===== src/rtl/jt1942_rom_arb.sv =====
// Five-slot ROM read arbiter in front of a single SDRAM read port.
// Each slot caches one fetched byte/word; misses are served round-robin.
module jt1942_rom_arb #(
    parameter int          MAIN_AW     = 17,
    parameter int          SND_AW      = 15,
    parameter int          CHAR_AW     = 12,
    parameter int          SCR_AW      = 14,
    parameter int          OBJ_AW      = 15,
    parameter logic [21:0] SND_OFFSET  = 22'h1_0000,
    parameter logic [21:0] CHAR_OFFSET = 22'h1_4000,
    parameter logic [21:0] SCR_OFFSET  = 22'h1_5000,
    parameter logic [21:0] OBJ_OFFSET  = 22'h1_9000
) (
    input  logic               clk,
    input  logic               rst,
    input  logic               downloading,

    input  logic               main_cs,
    input  logic [MAIN_AW-1:0] main_addr,
    output logic [7:0]         main_data,
    output logic               main_ok,

    input  logic               snd_cs,
    input  logic [SND_AW-1:0]  snd_addr,
    output logic [7:0]         snd_data,
    output logic               snd_ok,

    input  logic               char_cs,
    input  logic [CHAR_AW-1:0] char_addr,
    output logic [15:0]        char_data,
    output logic               char_ok,

    input  logic               scr_cs,
    input  logic [SCR_AW-1:0]  scr_addr,
    output logic [15:0]        scr_data,
    output logic               scr_ok,

    input  logic               obj_cs,
    input  logic [OBJ_AW-1:0]  obj_addr,
    output logic [15:0]        obj_data,
    output logic               obj_ok,

    output logic               sdram_req,
    output logic [21:0]        sdram_addr,
    input  logic               sdram_ack,
    input  logic               data_rdy,
    input  logic [15:0]        data_read
);

    function automatic int max2(input int a, input int b);
        return (a > b) ? a : b;
    endfunction

    localparam int AW = max2(max2(max2(MAIN_AW, SND_AW), max2(CHAR_AW, SCR_AW)), OBJ_AW);

    typedef enum logic [1:0] {ST_IDLE, ST_REQ, ST_WAIT} state_t;

    state_t        state;
    logic [2:0]    ptr;
    logic [2:0]    sel;
    logic [AW-1:0] lat_addr;
    logic [4:0]    valid;
    logic [AW-1:0] caddr [5];

    logic [4:0]    cs;
    logic [4:0]    hit;
    logic [4:0]    pend;
    logic [AW-1:0] raw [5];
    logic [21:0]   map [5];
    logic [2:0]    pick;
    logic          found;
    logic [7:0]    byte_sel;

    always_comb begin
        cs     = {obj_cs, scr_cs, char_cs, snd_cs, main_cs};
        raw[0] = AW'(main_addr);
        raw[1] = AW'(snd_addr);
        raw[2] = AW'(char_addr);
        raw[3] = AW'(scr_addr);
        raw[4] = AW'(obj_addr);
        // byte slots drop addr[0]; it picks the half of the word later
        map[0] = 22'(main_addr[MAIN_AW-1:1]);
        map[1] = SND_OFFSET  + 22'(snd_addr[SND_AW-1:1]);
        map[2] = CHAR_OFFSET + 22'(char_addr);
        map[3] = SCR_OFFSET  + 22'(scr_addr);
        map[4] = OBJ_OFFSET  + 22'(obj_addr);
        for (int i = 0; i < 5; i++) begin
            hit[i]  = cs[i] & valid[i] & (raw[i] == caddr[i]);
            pend[i] = cs[i] & ~(valid[i] & (raw[i] == caddr[i]));
        end
        pick  = ptr;
        found = 1'b0;
        for (int k = 0; k < 5; k++) begin
            if (!found && pend[(int'(ptr) + k) % 5]) begin
                found = 1'b1;
                pick  = 3'((int'(ptr) + k) % 5);
            end
        end
        byte_sel = lat_addr[0] ? data_read[15:8] : data_read[7:0];
    end

    assign main_ok = hit[0];
    assign snd_ok  = hit[1];
    assign char_ok = hit[2];
    assign scr_ok  = hit[3];
    assign obj_ok  = hit[4];

    always_ff @(posedge clk) begin
        if (rst) begin
            state      <= ST_IDLE;
            ptr        <= 3'd0;
            sel        <= 3'd0;
            lat_addr   <= '0;
            valid      <= '0;
            sdram_req  <= 1'b0;
            sdram_addr <= '0;
            main_data  <= '0;
            snd_data   <= '0;
            char_data  <= '0;
            scr_data   <= '0;
            obj_data   <= '0;
            for (int i = 0; i < 5; i++) caddr[i] <= '0;
        end else begin
            unique case (state)
                ST_IDLE: begin
                    if (!downloading && found) begin
                        sel        <= pick;
                        lat_addr   <= raw[pick];
                        sdram_addr <= map[pick];
                        sdram_req  <= 1'b1;
                        state      <= ST_REQ;
                    end
                end
                ST_REQ: begin
                    if (sdram_ack) begin
                        sdram_req <= 1'b0;
                        state     <= ST_WAIT;
                    end
                end
                ST_WAIT: begin
                    if (data_rdy) begin
                        // a fetch that straddles a download is dropped
                        if (!downloading) begin
                            unique case (sel)
                                3'd0:    main_data <= byte_sel;
                                3'd1:    snd_data  <= byte_sel;
                                3'd2:    char_data <= data_read;
                                3'd3:    scr_data  <= data_read;
                                default: obj_data  <= data_read;
                            endcase
                            caddr[sel] <= lat_addr;
                            valid[sel] <= 1'b1;
                        end
                        ptr   <= (sel == 3'd4) ? 3'd0 : sel + 3'd1;
                        state <= ST_IDLE;
                    end
                end
                default: state <= ST_IDLE;
            endcase
            if (downloading) valid <= '0;
        end
    end

endmodule


===== config.mk =====
export PLATFORM = sky130hd
export DESIGN_NAME = jt1942_rom_arb
export DESIGN_NICKNAME = d
export VERILOG_FILES = /design/src/rtl/jt1942_rom_arb.sv
export SDC_FILE = /design/constraint.sdc
export NUM_CORES = 1
export LEC_CHECK = 0
export BUFFER_PORTS_ARGS = -buffer_cell sky130_fd_sc_hd__buf_2
export CAP_MARGIN = 15
export CORE_MARGIN = 3
export CORE_UTILIZATION = 30
export CTS_CLUSTER_DIAMETER = 80
export DETAILED_ROUTE_END_ITERATION = 6
export PLACE_DENSITY = 0.61
export SKIP_LAST_GASP = 1
export SYNTH_ARGS = -nofsm -noshare
export SYNTH_HDL_FRONTEND = slang
export SYNTH_SLANG_ARGS = --single-unit

===== constraint.sdc =====
create_clock -name clk -period 4.75 [get_ports clk]
set_input_delay 0.95 -clock clk [delete_from_list [all_inputs] [get_ports clk]]
set_output_delay 0.95 -clock clk [all_outputs]
set_load 0.01 [all_outputs]

Word level (Yosys, flattened, before mapping)
Memories as Yosys holds them, arrays and structs flattened. Index checks and enable logic that the tools add are counted.

Flip-flop bits (word level): 117. Input bits: 99. RAM bits: 85. Logic and storage cells: 156. Output and inout port bits: 92. Memories: 1.

Equality and inequality tests: 14. Bitwise operators: 29. Div/mod/pow operators: 5. Mux-type cells: 52. Reductions and logical operators: 26. Order comparisons: 8. $add $sub $neg: 9.

Memory list: caddr (words 5, width 17, rd ports 5, clocked after Yosys merged registers in 0, write ports 5, line 63) `logic [AW-1:0] caddr [5];`.

Operators with widths (count): 32-bit by 5-bit < comparator with 1-bit output (second input constant) (5); 32-bit by 4-bit modulo with 32-bit output (second input constant) (4); 22-bit binary-select mux with 3-bit select (1); 17-bit binary-select mux with 3-bit select (1); 17-bit 2-to-1 mux (3); 22-bit 2-to-1 mux (2); 17-bit by 14-bit adder with 18-bit output (first input constant) (2); 15-bit by 17-bit == test with 1-bit output (2); 4-bit by 4-bit modulo with 32-bit output (second input constant) (1); 1-bit 2-to-1 mux (26); 3-bit 2-to-1 mux (7); 1-bit bitwise AND (20); 4-bit AND reduction (5); 17-bit by 12-bit adder with 18-bit output (first input constant) (1); 17-bit by 15-bit adder with 18-bit output (first input constant) (1); 12-bit by 17-bit == test with 1-bit output (1); 14-bit by 17-bit == test with 1-bit output (1); 17-bit == test (1); 17-bit OR reduction (1); 1-bit binary-select mux with 3-bit select (5); 3-bit by 2-bit adder with 4-bit output (second input constant) (2); 8-bit 2-to-1 mux (1); 1-bit NOT (7); 3-bit by 2-bit == test with 1-bit output (second input constant) (2); other kinds (26) (41).

Depth between registers and ports, before layout
Gate-level depths: netlist of the first run. An unclocked memory read counts as a cell.

Depth in word-level cells: 25. Gate-level depth with buffers: 24. Depth with buffers taken out: 20.

Worst setup path before layout of the first run
No wires, ideal clock.

Path type: reg-to-reg. From: register ptr[0]. To: register sdram_addr[13]. Stages on the path, launching flop included: 22. Data required time: 4630 ps. Setup slack: -288 ps. Buffers on the path: 2. Period minus slack after synthesis: 5038 ps. Library setup time: 120 ps. Data arrival time: 4918 ps. Path through: dfxtp_1 -> buf_2 -> inv_2 -> ha_1 -> clkbuf_1 -> clkinv_1 -> ha_1 -> nor2_1 -> a21oi_1 -> xnor2_1 -> ha_1 -> o22ai_1 -> o21ai_1 -> mux2_2 -> mux2i_1 -> a2bb2oi_2 -> a2111oi_0 -> o32a_1 -> nor2_2 -> nor3_1 -> a22o_1 -> o31a_1.

Longest elaborated chain between the ends: 21. Elaborated cells on any way between the ends: 48. Classes of those cells: add/sub (4); div (5); mux (28); bitwise (1); reduce/logical (10).

RTL lines: from (decl) (line 59) `logic [2:0] ptr;`; from (signal assigned) (line 154) `ptr <= (sel == 3'd4) ? 3'd0 : sel + 3'd1;`; parallel branches: the longest is 21 deep, another holds 32-bit by 4-bit modulo with 32-bit output; to (signal assigned) (line 129) `sdram_addr <= map[pick];`; to (decl) (line 44) `output logic [21:0] sdram_addr,`.

Several ways; the timed one is not identified. The select of a mux whose other input is x is not followed. A chain may end at the register's enable or synchronous reset.

Final worst setup path of the first run
From: register ptr[1]. To: register lat_addr[6].

Longest elaborated chain between the ends: 21. Elaborated cells on any way between the ends: 48. Classes of those cells: add/sub (4); div (5); mux (28); bitwise (1); reduce/logical (10).

RTL lines: parallel branches: the longest is 21 deep, another holds 32-bit by 4-bit modulo with 32-bit output; to (signal assigned) (line 128) `lat_addr <= raw[pick];`; to (decl) (line 61) `logic [AW-1:0] lat_addr;`.

Several ways; the timed one is not identified. The select of a mux whose other input is x is not followed.

==> summary.json, run 1 <==
{
  "cts_inserted_buffers": {"value": 17},
  "clock_sink_count": {"value": 198},
  "cts_buffer_depth": {"value": 2},
  "finalWeightedCongestion": {"value": 0.878},
  "rsz0062_at_grt": {"value": "yes"},
  "crit_fanout": {"value": 9},
  "grt_start_max_net_pins": {"value": 65},
  "slowest_delay": {"value": 0.38, "unit": "ns"},
  "die_h": {"value": 194, "unit": "µm"},
  "sw_frac_of_total": {"value": 27.8, "unit": "%"},
  "synth-async-reset-ratio": {"value": 0, "unit": "%"},
  "setup_tns_final": {"value": 0, "unit": "ns"},
  "initial_utilization": {"value": 30.6, "unit": "%"},
  "rows": {"value": 68},
  "final_cell_mix": {"value": "buf_2, nand2_1, dfxtp_1"},
  "numPortBuffers": {"value": 186},
  "post_synth_num_cell_types": {"value": 93},
  "syn_inst": {"value": 1111},
  "clock_power_share": {"value": 37.4, "unit": "%"},
  "cell_at_the_root_of_the_clock_tree": {"value": "clkbuf_16"},
  "cellPowerDensity": {"value": 304, "unit": "mW/mm²"},
  "number_of_slew_limit_violations_in_the_final_report": {"value": 0},
  "finalSetupViolCount": {"value": 0},
  "overflow": {"value": 0},
  "achievable-frequency": {"value": 217, "unit": "MHz"},
  "die_width": {"value": 194, "unit": "µm"},
  "holdCritPathClass": {"value": "reg -> reg"},
  "multiInputGateArea": {"value": 0.00577, "unit": "mm²"},
  "total_power": {"value": 4.10, "unit": "mW"},
  "synth_seq_cells": {"value": 198},
  "final.period_utilization": {"value": 97.0, "unit": "%"},
  "starting_drt_drc_count": {"value": 841},
  "route.detailed.wl_per_inst": {"value": 19.9, "unit": "µm"},
  "clock_skew": {"value": 0.00935, "unit": "ns"},
  "netlist.top_cell.by_area": {"value": "edfxtp_1"},
  "crit_chain": {"value": "buf_6 > ha_2 > o21a_1 > a21oi_2 > xnor2_1 > ha_2 > fa_1 > a21bo_4 > o31ai_4 > mux2i_1 > and3b_2 > o41ai_4 > and2_4 > a2111oi_4 > o22ai_4 > and2_4 > buf_4 > buf_4 > nand2_1 > a211o_1 > a31oi_1"},
  "power_frac_comb": {"value": 16.1, "unit": "%"},
  "synth_area": {"value": 0.0106, "unit": "mm²"},
  "design.die.area": {"value": 0.0377, "unit": "mm²"},
  "antennaDiodeCount": {"value": 0},
  "sequential_share_of_power": {"value": 46.5, "unit": "%"},
  "timing_worst_setup_path_type": {"value": "reg -> reg"},
  "clock_insertion_delay_worst_skew": {"value": 0.44, "unit": "ns"},
  "clkTransAtPathRegs": {"value": 0.08, "unit": "ns"},
  "final_critical_path_time_including_i_o_delays_and_setup": {"value": 4.61, "unit": "ns"},
  "first_global_vias": {"value": 9061},
  "dr.pass1.iters": {"value": 5},
  "slew-limit-headroom": {"value": 28.9, "unit": "%"},
  "synth_edf_count": {"value": 85},
  "grt_pass1_wl": {"value": 54.0, "unit": "mm"},
  "h-tree-depth": {"value": 4},
  "drt_drc_violations_left": {"value": 0},
  "post_route_cells_drive_above_1_share": {"value": 28.5, "unit": "%"},
  "initial_antenna_violation_count": {"value": 0},
  "regArea": {"value": 0.00482, "unit": "mm²"},
  "top_level_i_o_count": {"value": 191},
  "p_leak": {"value": 5.30, "unit": "nW"},
  "layout.core_utilization": {"value": 38.9, "unit": "%"},
  "totalWireLength": {"value": 36.2, "unit": "mm"},
  "area_growth_syn_to_layout": {"value": 27.2, "unit": "%"},
  "synth_flop_cell": {"value": "dfxtp_1"},
  "filler_cell_count": {"value": 3538},
  "max_cap_viol_count": {"value": 0},
  "report.final.hold_viol_count": {"value": 0},
  "worst-slew-pin-transition": {"value": 1.06, "unit": "ns"},
  "required_time_reported_for_the_critical_path_endpoint": {"value": 5.11, "unit": "ns"},
  "cp-end-kind": {"value": "flip-flop"},
  "max-vdd-ir-drop": {"value": 0.213, "unit": "mV"},
  "yosys.area.top_type_share": {"value": 24.0, "unit": "%"},
  "critPathLaunchType": {"value": "flip-flop"},
  "global_route.usage.total": {"value": 18.3, "unit": "%"},
  "dp.final_hpwl": {"value": 27.9, "unit": "mm"},
  "synth-seq-area-share": {"value": 45.3, "unit": "%"},
  "ys_top_cells_by_area": {"value": "edfxtp_1, dfxtp_1, xnor2_1, nand2_1, and2_1"},
  "dr_total_vias": {"value": 9374},
  "hold_buffers": {"value": 0},
  "tritoncts": {"value": "done"},
  "status": {"value": "finished, final reports clean"},
  "final_nets": {"value": 1474},
  "ys_warn_count": {"value": 0},
  "core_region_area": {"value": 0.0347, "unit": "mm²"},
  "worst_endpoint_data_arrival_time": {"value": 4.97, "unit": "ns"},
  "syn_area_per_cell": {"value": 9.56, "unit": "µm²"},
  "switchingPower": {"value": 1.14, "unit": "mW"},
  "antenna_left": {"value": 0},
  "p_int": {"value": 2.96, "unit": "mW"},
  "critical_path.slowest_cell": {"value": "o41ai_4"},
  "vias_per_cell": {"value": 5.17},
  "most_common_cell_after_layout_fill_and_taps_aside": {"value": "buf_2"}
}
-- through the flow --
step	hold slack, ns	setup slack [ns]	area (µm²)	cells
finish	0.449	0.141	13500	1814
global route	0.473	-0.0522	13500	1814
CTS	0.454	-0.0122	13100	1804
detailed placement	0.437	-0.227	12400	1766
global placement	0.427	-0.0454	12400	1766
floorplan	0.418	0.0241	10600	1114
-- cell usage after synthesis (all sizes together) (3+ instances only) --
| cell | number |
|---|---|
| nand2 | 170 |
| dfxtp | 113 |
| and2 | 96 |
| a21oi | 85 |
| edfxtp | 85 |
| xnor2 | 73 |
| nor2 | 51 |
| clkbuf | 39 |
| ha | 28 |
| nand4 | 27 |
| mux2i | 26 |
| a211oi | 24 |
| buf | 22 |
| a31oi | 21 |
| inv | 20 |
| nand3 | 16 |
| nor3 | 16 |
| o21ai | 16 |
| nor4 | 15 |
| a2bb2oi | 13 |
| a211o | 11 |
| xor2 | 10 |
| and3 | 8 |
| nor3b | 8 |
| a21o | 7 |
| nand3b | 7 |
| or2 | 7 |
| a21boi | 6 |
| mux2 | 5 |
| nor2b | 5 |
| o21a | 5 |
| o22ai | 5 |
| and4 | 4 |
| nand2b | 4 |
| o31ai | 4 |
| or3 | 4 |
| a2111oi | 3 |
| a41oi | 3 |
| o211a | 3 |
| o211ai | 3 |
| o31a | 3 |
| o41ai | 3 |
-- final timing paths --
kind,start,end,slack (ns),cells past startpoint
worst max-delay path,ptr[1]$_SDFFE_PP0P_,lat_addr[6]$_SDFFE_PP0P_,0.14,21
worst min-delay path,valid[3]$_SDFFE_PP0P_,valid[3]$_SDFFE_PP0P_,0.45,1
worst max register to register,ptr[1]$_SDFFE_PP0P_,lat_addr[6]$_SDFFE_PP0P_,0.14,21
worst min register to register,valid[3]$_SDFFE_PP0P_,valid[3]$_SDFFE_PP0P_,0.45,1
-- final cells by class --
| type | instances | area share [%] |
|---|---|---|
| multi-input combinational | 835 | 42.7 |
| sequential | 198 | 35.7 |
| timing repair buffer | 273 | 12.2 |
| tap | 455 | 4.21 |
| clock buffer | 17 | 3.15 |
| clock inverter | 15 | 1.43 |
| inverter | 21 | 0.611 |
-- critical path, delay by kind of cell (launching register included) --
kind | cells | cell delay, ns
AO/OA/AOI/OAI | 9 | 1.94
AND/OR/NAND/NOR | 4 | 0.81
adder cells (fa/ha/maj) | 3 | 0.64
buffers and inverters | 3 | 0.44
flip-flops | 1 | 0.36
XOR/XNOR | 1 | 0.22
multiplexers | 1 | 0.10
-- cell families after synthesis --
| family | Yosys count | synth area share, % |
|---|---|---|
| AND/OR/NAND/NOR | 448 | 21.7 |
| AO/OA/AOI/OAI | 238 | 15.8 |
| flip-flops | 198 | 45.3 |
| XOR/XNOR | 83 | 6.99 |
| buffers and inverters | 82 | 3.54 |
| multiplexers | 31 | 3.05 |
| adder cells (fa/ha/maj) | 30 | 3.58 |
| other | 1 | 0.0353 |
-- power groups by stage --
| stage | registers, mW | clock network, mW | logic [mW] |
|---|---|---|---|
| after global routing | 1.92 | 1.63 | 0.707 |
| after floorplan | 1.91 | 0 | 0.356 |
| after CTS | 1.91 | 1.56 | 0.623 |
| final | 1.91 | 1.54 | 0.658 |
| after detailed placement | 1.95 | 0 | 0.607 |
| after global placement | 1.95 | 0 | 0.606 |
-- registers in the layout, indices dropped and copies added (netlist names) --
register    flops
valid           5
sdram_addr     18
caddr          85
sel             3
main_data       8
char_data      16
state           2
ptr             3
snd_data        8
lat_addr       17
sdram_req       1
obj_data       16
scr_data       16
-- timing repair --
item	in CTS	in global routing
cloned	0	1
buffers inserted	6	9
pin swaps	4	16
setup endpoints to repair	26	38
gates resized for setup	7	56
-- routing by layer --
metal,track usage (%),routed length [µm],vias to the layer above
li1,-,-,4450
met1,24.9,15800,4524
met2,29.8,17200,347
met3,3.09,2450,53
met4,5.72,793,0
met5,0,0,-
No activity file was read; power rests on OpenSTA's default activity.
==> run 2: changes to the inputs <==
Settings changed: PLACE_DENSITY 0.61 to 0.59.
Clock period 4.75 ns to 5.58 ns, I/O delays scaled along.
==> run 2 against run 1 <==
Non-clock buffer count down 58. Via count shrank 2.0%. Final area is 5.9% lower. Largest power group unchanged. Count of clock-buffer cells in the layout grew 2. First-iteration DRC count decreased by 8.2%. Largest cell class unchanged.
==> summary.json, run 2 (same netlist as run 1, synthesis figures left out) <==
{
  "status": {"value": "finished, final reports clean"},
  "grt_start_max_net_pins": {"value": 68, "change": "+4.6%"},
  "regArea": {"value": 0.00481, "unit": "mm²", "change": "-0.13%"},
  "rrSetupSlack": {"value": 0.38, "unit": "ns", "change": "+0.24 ns"},
  "p_leak": {"value": 4.94, "unit": "nW", "change": "-6.7%"},
  "multiInputGateArea": {"value": 0.00550, "unit": "mm²", "change": "-4.6%"},
  "cp-end-kind": {"value": "flip-flop"},
  "route.detailed.wl_per_inst": {"value": 20.3, "unit": "µm", "change": "+2.0%"},
  "final.period_utilization": {"value": 93.2, "unit": "%", "change": "-3.9 points"},
  "die_width": {"value": 194, "unit": "µm", "change": "unchanged"},
  "achievable-frequency": {"value": 192, "unit": "MHz", "change": "-11%"},
  "final_critical_path_time_including_i_o_delays_and_setup": {"value": 5.20, "unit": "ns", "change": "+0.589 ns"},
  "number_of_slew_limit_violations_in_the_final_report": {"value": 0, "change": "unchanged"},
  "dr_total_vias": {"value": 9189, "change": "-2.0%"},
  "antennaDiodeCount": {"value": 0, "change": "unchanged"},
  "required_time_reported_for_the_critical_path_endpoint": {"value": 5.95, "unit": "ns", "change": "+0.84 ns"},
  "hold_path_depth": {"value": 1, "change": "unchanged"},
  "starting_drt_drc_count": {"value": 772, "change": "-8.2%"},
  "most_common_cell_after_layout_fill_and_taps_aside": {"value": "buf_2"},
  "hold_buffers": {"value": 0, "change": "unchanged"},
  "worst_endpoint_data_arrival_time": {"value": 5.57, "unit": "ns", "change": "+0.60 ns"},
  "filler_cell_count": {"value": 3583, "change": "+1.3%"},
  "tritoncts": {"value": "done"},
  "report.final.hold_viol_count": {"value": 0, "change": "unchanged"},
  "global_route.usage.total": {"value": 18.3, "unit": "%", "change": "-0.024 points"},
  "post_layout_nonfiller_instances": {"value": 1757, "change": "-3.1%"},
  "dp.final_hpwl": {"value": 27.4, "unit": "mm", "change": "-1.6%"},
  "worst-slew-pin-transition": {"value": 1.09, "unit": "ns", "change": "+0.0289 ns"},
  "area_growth_syn_to_layout": {"value": 19.7, "unit": "%"},
  "h-tree-depth": {"value": 4, "change": "unchanged"},
  "reg_top3": {"value": "caddr x85, sdram_addr x18, lat_addr x17"},
  "first_global_vias": {"value": 9007, "change": "-0.60%"},
  "max_cap_viol_count": {"value": 0, "change": "unchanged"},
  "setup_tns_final": {"value": 0, "unit": "ns", "change": "unchanged"},
  "clock_insertion_delay_worst_skew": {"value": 0.44, "unit": "ns", "change": "about the same"},
  "final_cell_mix": {"value": "buf_2, nand2_1, dfxtp_1"},
  "die_h": {"value": 194, "unit": "µm", "change": "unchanged"},
  "holdCritPathClass": {"value": "reg -> reg"},
  "antenna_left": {"value": 0, "change": "unchanged"},
  "finalWeightedCongestion": {"value": 0.916, "change": "+4.3%"},
  "flip_flop_count_of_the_largest_register_after_layout": {"value": 85, "change": "unchanged"},
  "totalWireLength": {"value": 35.7, "unit": "mm", "change": "-1.2%"},
  "top_level_i_o_count": {"value": 191, "change": "unchanged"},
  "place_worst_setup_slack": {"value": 0.00903, "unit": "ns", "change": "+0.236 ns"},
  "register_with_the_highest_flop_count": {"value": "caddr"},
  "layout_setup_ws": {"value": 0.382, "unit": "ns", "change": "+0.241 ns"},
  "worst_r2r_endpoint": {"value": "sdram_addr[0]$_SDFFE_PP0P_"},
  "clkTransAtPathRegs": {"value": 0.07, "unit": "ns", "change": "about the same"},
  "hold_ws": {"value": 0.451, "unit": "ns", "change": "+0.00169 ns"},
  "numPortBuffers": {"value": 186, "change": "unchanged"},
  "max-vdd-ir-drop": {"value": 0.183, "unit": "mV", "change": "-14%"},
  "post_route_cells_drive_above_1_share": {"value": 21.8, "unit": "%", "change": "-6.7 points"},
  "cts_buffer_depth": {"value": 2, "change": "unchanged"},
  "clock_sink_count": {"value": 198, "change": "unchanged"},
  "vias_per_cell": {"value": 5.23, "change": "+1.2%"},
  "rsz0062_at_grt": {"value": "yes"},
  "clock_skew": {"value": 0.0141, "unit": "ns", "change": "+0.00476 ns"},
  "finalSetupViolCount": {"value": 0, "change": "unchanged"},
  "final_nets": {"value": 1417, "change": "-3.9%"},
  "drt_drc_violations_left": {"value": 0, "change": "unchanged"},
  "cts_inserted_buffers": {"value": 17, "change": "unchanged"},
  "rows": {"value": 68, "change": "unchanged"},
  "core_region_area": {"value": 0.0347, "unit": "mm²", "change": "unchanged"},
  "hold_path_end": {"value": "valid[4]$_SDFFE_PP0P_"},
  "cellPowerDensity": {"value": 265, "unit": "mW/mm²", "change": "-13%"},
  "r2r-start": {"value": "ptr[1]$_SDFFE_PP0P_"},
  "timing_worst_setup_path_type": {"value": "reg -> reg"},
  "slew-limit-headroom": {"value": 27.0, "unit": "%", "change": "-1.9 points"},
  "reg2reg_depth": {"value": 20, "change": "-4.8%"},
  "critPathLaunchType": {"value": "flip-flop"},
  "min_from": {"value": "valid[4]$_SDFFE_PP0P_"},
  "placed_cells": {"value": 1718, "change": "-2.7%"},
  "initial_utilization": {"value": 30.6, "unit": "%", "change": "unchanged"},
  "grt_pass1_wl": {"value": 54.1, "unit": "mm", "change": "+0.15%"},
  "cell_at_the_root_of_the_clock_tree": {"value": "clkbuf_16"},
  "crit_fanout": {"value": 24, "change": "+15"},
  "overflow": {"value": 0, "change": "unchanged"},
  "dr.pass1.iters": {"value": 5, "change": "unchanged"},
  "design.die.area": {"value": 0.0377, "unit": "mm²", "change": "unchanged"},
  "initial_antenna_violation_count": {"value": 0, "change": "unchanged"}
}
-- run 2: changes by cell type in the layout (fill, tap and decap cells not counted), moves of 4 or more --
cell	previous run	this run
a2bb2oi_2	8	1
a2bb2oi_1	5	12
ha_2	6	0
buf_4	82	29
buf_12	4	0
ha_4	4	0
ha_1	18	28
-- run 2: worst max-delay path by stage --
| stage | from | to | slack, ns | depth (start not counted) |
|---|---|---|---|---|
| 2_1_floorplan | ptr[0]$_SDFFE_PP0P_ | sdram_addr[13]$_SDFFE_PP0P_ | 0.54 | 21 |
| 6_report | ptr[1]$_SDFFE_PP0P_ | sdram_addr[0]$_SDFFE_PP0P_ | 0.38 | 20 |
| 5_1_grt | ptr[1]$_SDFFE_PP0P_ | sdram_addr[0]$_SDFFE_PP0P_ | -0.02 | 20 |
| 3_3_place_gp | ptr[1]$_SDFFE_PP0P_ | lat_addr[9]$_SDFFE_PP0P_ | 0.26 | 19 |
| 3_5_place_dp | ptr[1]$_SDFFE_PP0P_ | lat_addr[8]$_SDFFE_PP0P_ | 0.009 | 19 |
| 4_1_cts | ptr[1]$_SDFFE_PP0P_ | lat_addr[8]$_SDFFE_PP0P_ | 0.001 | 19 |
-- run 2: layout make-up --
cell class	count	area share, %
Multi-Input combinational cell	836	43.3
Inverter	21	0.620
Clock inverter	13	1.11
Clock buffer	19	3.49
Timing Repair Buffer	215	9.09
Tap cell	455	4.48
Sequential cell	198	37.9
-- run 2: report_power, final --
group / internal [mW] / switching, mW / total [mW]
Sequential: 1.56 / 0.0656 / 1.63
Clock: 0.679 / 0.568 / 1.25
Combinational: 0.190 / 0.306 / 0.496
-- run 2: critical path: stages, from the launching register on --
cell and delay [ns]:
dfxtp_1 0.31, inv_1 0.27, ha_1 0.37, o21a_1 0.24, a21oi_1 0.15, xnor2_1 0.17, ha_1 0.20, fa_1 0.18
a21bo_2 0.24, o31ai_1 0.38, mux2i_1 0.19, o211a_1 0.18, o41ai_4 0.35, and2_4 0.26, and3_1 0.34, nand2_1 0.17
o22ai_4 0.30, buf_6 0.27, a221oi_1 0.11, a211o_1 0.30, a21oi_1 0.14
-- run 2: what timing repair did --
item	in CTS	in global routing
resized for setup	0	6
buffers inserted	0	5
endpoints found under the setup margin	0	32
-- run 2: layer usage --
layer  track usage, %  vias to the layer above  part of all wire [%]
met5                0                        -                     0
met4             5.45                        0                   2.0
met3             3.91                       45                   7.4
met2             29.8                      345                    48
met1             24.4                     4466                    43
li1                 -                     4333                     -
-- run 2: per-stage QoR --
| step | utilization [%] | instance area (µm²) | power, mW |
|---|---|---|---|
| after detailed placement | 34.7 | 12000 | 2.14 |
| after floorplan | - | 10600 | 1.93 |
| after CTS | 36.3 | 12600 | 3.38 |
| after global placement | 34.7 | 12000 | 2.14 |
| final | 36.6 | 12700 | 3.37 |
| after global routing | 36.6 | 12700 | 3.50 |
